`config.mk`:
```
export PLATFORM = sky130hd
export DESIGN_NAME = nx_msg_arbiter
export DESIGN_NICKNAME = d
export VERILOG_FILES = /design/src/rtl/nx_msg_arbiter_pkg.sv /design/src/rtl/nx_msg_arbiter_rr_arbiter.sv /design/src/rtl/nx_msg_arbiter.sv
export SDC_FILE = /design/constraint.sdc
export NUM_CORES = 1
export LEC_CHECK = 0
export ABC_CLOCK_PERIOD_IN_PS = 2800
export CAP_MARGIN = 25
export CELL_PAD_IN_SITES_DETAIL_PLACEMENT = 1
export CELL_PAD_IN_SITES_GLOBAL_PLACEMENT = 1
export CORE_ASPECT_RATIO = 0.9
export CORE_UTILIZATION = 32
export CTS_CLUSTER_DIAMETER = 150
export DETAILED_ROUTE_END_ITERATION = 10
export PLACE_DENSITY = 0.78
export SLEW_MARGIN = 20
export SYNTH_ARGS = -nofsm -noshare
export SYNTH_HDL_FRONTEND = slang
export SYNTH_SLANG_ARGS = --single-unit
```
`constraint.sdc`:
```
create_clock -name clk_i -period 2.8 [get_ports clk_i]
set_input_delay 0.7 -clock clk_i [delete_from_list [all_inputs] [get_ports clk_i]]
set_output_delay 0.7 -clock clk_i [all_outputs]
set_load 0.02 [all_outputs]
```
`src/rtl/nx_msg_arbiter_pkg.sv`:
```
// Shared direction encoding and sizing constants for the nx message arbiter.
// Build option: define NX_MSG_ARB_RR_EN for round-robin selection (default is fixed priority).
package nx_msg_arbiter_pkg;

  typedef enum logic [1:0] {
    DIRX_NORTH = 2'd0,
    DIRX_EAST  = 2'd1,
    DIRX_SOUTH = 2'd2,
    DIRX_WEST  = 2'd3
  } dir_e;

  localparam int NUM_DIRS = 4;
  localparam int DIR_W    = 2;

  function automatic logic dir_hit(logic [DIR_W-1:0] dir, dir_e target);
    return dir_e'(dir) == target;
  endfunction

endpackage

```
`src/rtl/nx_msg_arbiter_rr_arbiter.sv`:
```
// Per-direction requester selection: one-hot grant out of an N-wide request vector.
// With NX_MSG_ARB_RR_EN the search starts at an internal pointer; otherwise lowest index wins.
module nx_rr_arbiter #(
  parameter int N = 3
) (
  input  logic         clk_i,
  input  logic         rst_i,
  input  logic         en_i,
  input  logic [N-1:0] req_i,
  output logic [N-1:0] gnt_o
);

`ifdef NX_MSG_ARB_RR_EN
  localparam int PW = (N > 1) ? $clog2(N) : 1;

  logic [PW-1:0] r_ptr;
  logic [PW-1:0] w_next_ptr;
  logic          w_any;

  always_comb begin
    int idx;
    gnt_o      = '0;
    w_next_ptr = r_ptr;
    w_any      = 1'b0;
    for (int i = 0; i < N; i++) begin
      idx = int'(r_ptr) + i;
      if (idx >= N) idx = idx - N;
      if (en_i && !w_any && req_i[idx]) begin
        gnt_o[idx] = 1'b1;
        w_any      = 1'b1;
        w_next_ptr = (idx == N - 1) ? '0 : PW'(idx + 1);
      end
    end
  end

  // Pointer only moves on an actual grant, so a closed direction keeps its place.
  always_ff @(posedge clk_i) begin
    if (!rst_i) begin
      r_ptr <= '0;
    end else if (w_any) begin
      r_ptr <= w_next_ptr;
    end
  end
`else
  logic w_unused;
  logic w_any;

  assign w_unused = clk_i ^ rst_i;

  always_comb begin
    gnt_o = '0;
    w_any = 1'b0;
    for (int i = 0; i < N; i++) begin
      if (en_i && !w_any && req_i[i]) begin
        gnt_o[i] = 1'b1;
        w_any    = 1'b1;
      end
    end
  end
`endif

endmodule

```
`src/rtl/nx_msg_arbiter.sv`:
```
// Routes messages from REQUESTERS sources into four per-direction holding registers.
// Build option: NX_MSG_ARB_RR_EN selects round-robin instead of fixed-priority arbitration.
module nx_msg_arbiter
  import nx_msg_arbiter_pkg::*;
#(
  parameter int STREAM_WIDTH = 32,
  parameter int REQUESTERS   = 3
) (
  input  logic                               clk_i,
  input  logic                               rst_i,
  input  logic [REQUESTERS*STREAM_WIDTH-1:0] req_data_i,
  input  logic [REQUESTERS*DIR_W-1:0]        req_dir_i,
  input  logic [REQUESTERS-1:0]              req_valid_i,
  output logic [REQUESTERS-1:0]              req_ready_o,
  output logic [NUM_DIRS*STREAM_WIDTH-1:0]   out_data_o,
  output logic [NUM_DIRS-1:0]                out_valid_o,
  input  logic [NUM_DIRS-1:0]                out_ready_i,
  output logic                               idle_o
);

  // Handshake: a transfer completes on any cycle where valid and ready are both high.
  logic [REQUESTERS-1:0]   w_cand [NUM_DIRS];
  logic [REQUESTERS-1:0]   w_gnt  [NUM_DIRS];
  logic [STREAM_WIDTH-1:0] w_sel  [NUM_DIRS];
  logic [NUM_DIRS-1:0]     w_open;
  logic [NUM_DIRS-1:0]     r_valid;
  logic [STREAM_WIDTH-1:0] r_data [NUM_DIRS];

  // A direction is open when empty or draining this cycle; reset closes all of them.
  always_comb begin
    for (int d = 0; d < NUM_DIRS; d++) begin
      w_cand[d] = '0;
      w_open[d] = rst_i && (!r_valid[d] || out_ready_i[d]);
      for (int r = 0; r < REQUESTERS; r++) begin
        w_cand[d][r] = req_valid_i[r] && dir_hit(req_dir_i[r*DIR_W +: DIR_W], dir_e'(DIR_W'(d)));
      end
    end
  end

  for (genvar d = 0; d < NUM_DIRS; d++) begin : g_dir
    nx_rr_arbiter #(
      .N(REQUESTERS)
    ) u_arb (
      .clk_i (clk_i),
      .rst_i (rst_i),
      .en_i  (w_open[d]),
      .req_i (w_cand[d]),
      .gnt_o (w_gnt[d])
    );
  end

  always_comb begin
    req_ready_o = '0;
    for (int d = 0; d < NUM_DIRS; d++) begin
      req_ready_o = req_ready_o | w_gnt[d];
      w_sel[d]    = '0;
      for (int r = 0; r < REQUESTERS; r++) begin
        if (w_gnt[d][r]) w_sel[d] = w_sel[d] | req_data_i[r*STREAM_WIDTH +: STREAM_WIDTH];
      end
    end
  end

  always_ff @(posedge clk_i) begin
    if (!rst_i) begin
      r_valid <= '0;
      for (int d = 0; d < NUM_DIRS; d++) r_data[d] <= '0;
    end else begin
      for (int d = 0; d < NUM_DIRS; d++) begin
        if (|w_gnt[d]) begin
          r_valid[d] <= 1'b1;
          r_data[d]  <= w_sel[d];
        end else if (out_ready_i[d]) begin
          r_valid[d] <= 1'b0;
        end
      end
    end
  end

  always_comb begin
    for (int d = 0; d < NUM_DIRS; d++) out_data_o[d*STREAM_WIDTH +: STREAM_WIDTH] = r_data[d];
  end

  assign out_valid_o = r_valid;
  // During reset the holding registers count as already cleared.
  assign idle_o = ~|req_valid_i && (!rst_i || ~|r_valid);

endmodule

```
==> results <==
==> state kept, by name, indices dropped and copies added (netlist names) <==
name / cells
out_valid_o: 4
r_data: 128
==> cell families after synthesis <==
kind of cell           Yosys count  synth area share
AOI/OAI and AO/OA              260             0.322
buffers and inverters           40            0.0246
DFF                            132             0.598
and+or+nand+nor                 47            0.0550
==> layout make-up <==
class                      instances  area (um^2)  area share
clock buffer                      18          429      0.0407
inverter                           1         3.75    0.000356
timing repair buffer             306         3020       0.286
clock inverter                    14          201      0.0191
multi-input combinational        307         2660       0.252
tap                              255          319      0.0302
sequential                       132         3930       0.372
==> layout by cell type (no fill, tap or decap), types with 2 or more instances in the layout <==
master	n
buf_4	47
nor2b_4	2
clkinv_2	2
nor3b_4	5
clkdlybuf4s15_2	2
clkbuf_2	5
and3b_2	2
nand2b_4	2
nor3_4	4
a22o_1	128
buf_6	10
dfxtp_1	3
clkbuf_16	17
nand2b_2	2
or4_4	4
a21o_1	128
buf_2	2
nand2_1	6
o21ai_0	2
and3_4	2
nand2_2	5
clkdlybuf4s50_1	228
nor4b_4	2
nor3_1	3
clkinv_4	3
bufinv_16	4
inv_6	3
edfxtp_1	128
buf_12	9
==> report_power, final <==
part | switching (uW) | internal [uW]
clock network | 919 | 1510
registers | 62.1 | 2360
logic | 629 | 603
total | 1610 | 4470
==> final timing paths <==
path | endpoint | slack, ns | cells past startpoint
worst min-delay path | out_valid_o[2] | 0.51 | 3
worst max-delay path | req_ready_o[2] | -0.008 | 6
worst max register to register | r_data[0][22] | 0.44 | 8
worst min register to register | out_valid_o[2] | 0.61 | 3
==> critical path, delay by kind of cell <==
family | cells | cell delay, ns
buffers and inverters | 2 | 0.37
AND/OR/NAND/NOR | 4 | 1.04
==> synth_stat cells, drive strengths merged <==
library cell | n | area, um^2
nor3b | 7 | 78.8
nand2b | 4 | 25.0
edfxtp | 128 | 3840
a2111oi | 1 | 8.76
o2111a | 1 | 11.3
or4 | 4 | 30.0
nor2b | 3 | 18.8
o21ai | 2 | 10.0
nor3 | 7 | 55.1
and4 | 1 | 8.76
nand3 | 2 | 10.0
a21o | 128 | 961
and3b | 2 | 17.5
nand2 | 11 | 41.3
nor4b | 3 | 56.3
inv | 1 | 3.75
clkbuf | 30 | 113
and3 | 2 | 12.5
nor4 | 1 | 6.26
buf | 9 | 45.0
a22o | 128 | 1120
dfxtp | 4 | 80.1
==> per-stage QoR <==
step                      std cells  worst slack (ns)
after floorplan                 479           -0.0129
after global placement          989            -0.939
after detailed placement        989             -1.04
after CTS                      1026           -0.0446
after global routing           1033           -0.0401
final                          1033          -0.00789
==> per-layer routing <==
layer | vias up | track usage | wire length [um]
met4 | 0 | 0.103 | 649
li1 | 2563 | - | -
met2 | 321 | 0.442 | 13600
met3 | 44 | 0.0576 | 1920
met5 | - | 0 | 0
met1 | 2957 | 0.298 | 10500
==> timing repair <==
item,CTS,global route
gates resized for setup,96,17
setup endpoints to repair,68,3
setup buffers,5,7
pin swaps,14,7
==> impl_metrics.json <==
{
  "h-tree-depth": 4,
  "synth_cells": 479,
  "antenna_found_initial": 0,
  "via_per_inst": 5.70,
  "grt_pass1_wl_mm": 38.9,
  "clk_latency_ns": 0.41,
  "wire_per_inst_um": 25.8,
  "critPathCaptureType": "primary output",
  "hold_viol": 0,
  "synthesis.area_um2": 6560,
  "r2r_start": "out_valid_o[0]",
  "synthToLayoutAreaGrowth_pct": 61.0,
  "ant_nets": 0,
  "cts_buffer_depth": 2,
  "power_density_nw_per_um2": 576,
  "grt_max_degree": 34,
  "violations": "negative setup slack",
  "fp.dieArea_um2": 21100,
  "design.core.area_um2": 20000,
  "slew_viol_final": 0,
  "io_buffer_count": 246,
  "cts_buffers": 17,
  "fin_total_pwr_uw": 6080,
  "dieHeight_um": 138,
  "first_iter_violations": 430,
  "wirelength_mm": 26.6,
  "critPathMaxStageDelay_ns": 0.50,
  "crit_arrival_ns": 2.11,
  "holdBufCountCts": 0,
  "tightestPinTransition_ns": 0.519,
  "drt_pass1_iterations": 4,
  "fin_ws_ns": -0.00789,
  "hp-start": "rst_i",
  "status": "complete, but fails checks",
  "clk_pin_slew_ns": 0.07,
  "cts_tree": "yes",
  "critPathRequiredTime_ns": 2.10,
  "num_rows": 49,
  "min_period_ns": 2.81,
  "clock-sinks": 132,
  "crit_slowest_cell": "or4_4",
  "setup_violations": 1,
  "relSlewSlack": 0.654,
  "path_max_fanout": 3,
  "crit_top_cell": "nor3b_4",
  "ios": 247,
  "synth.avg_cell_area_um2": 13.7,
  "layout.nets": 876,
  "yosys_warnings": 0,
  "leakage_uw": 0.00495,
  "drive_above_1_share": 0.186,
  "start_util": 0.327,
  "n_antenna_cell": 0,
  "chipWidth_um": 153,
  "grt_use_total": 0.251,
  "seq_area_frac_synth": 0.598,
  "hp-class": "input pin to register",
  "skew_ns": 0.0154,
  "peakVddDrop_mv": 0.342,
  "path_cells": "clkdlybuf4s15_2, and3_4, nor3b_4, nor3b_4, or4_4, buf_6",
  "fill_cells": 1975,
  "whs_ns": 0.514,
  "cts-root-buf": "clkbuf_16",
  "ys_ff_latch": 132,
  "gp_congestion": 0.874,
  "place_hpwl_mm": 17.7,
  "synth.distinct_cells": 26,
  "cap_violations": 0,
  "rsz0062_at_grt": "true",
  "utilization": 0.526,
  "min_period_over_period": 1.00,
  "grt_pass1_vias": 6456,
  "max_freq_mhz": 356,
  "fin_area_um2": 10600,
  "critPathLaunch": "req_dir_i[5]",
  "synthesis.nets": 590,
  "overflow": 0,
  "drc": 0,
  "crit_path_start_kind": "input pin",
  "fin_tns_setup_ns": -0.00789,
  "timing_worst_setup_path_type": "input pin to primary output",
  "dpl_cell_area_um2": 9700,
  "vias": 5885
}
Note: power is estimated with default switching activity, not from simulation.
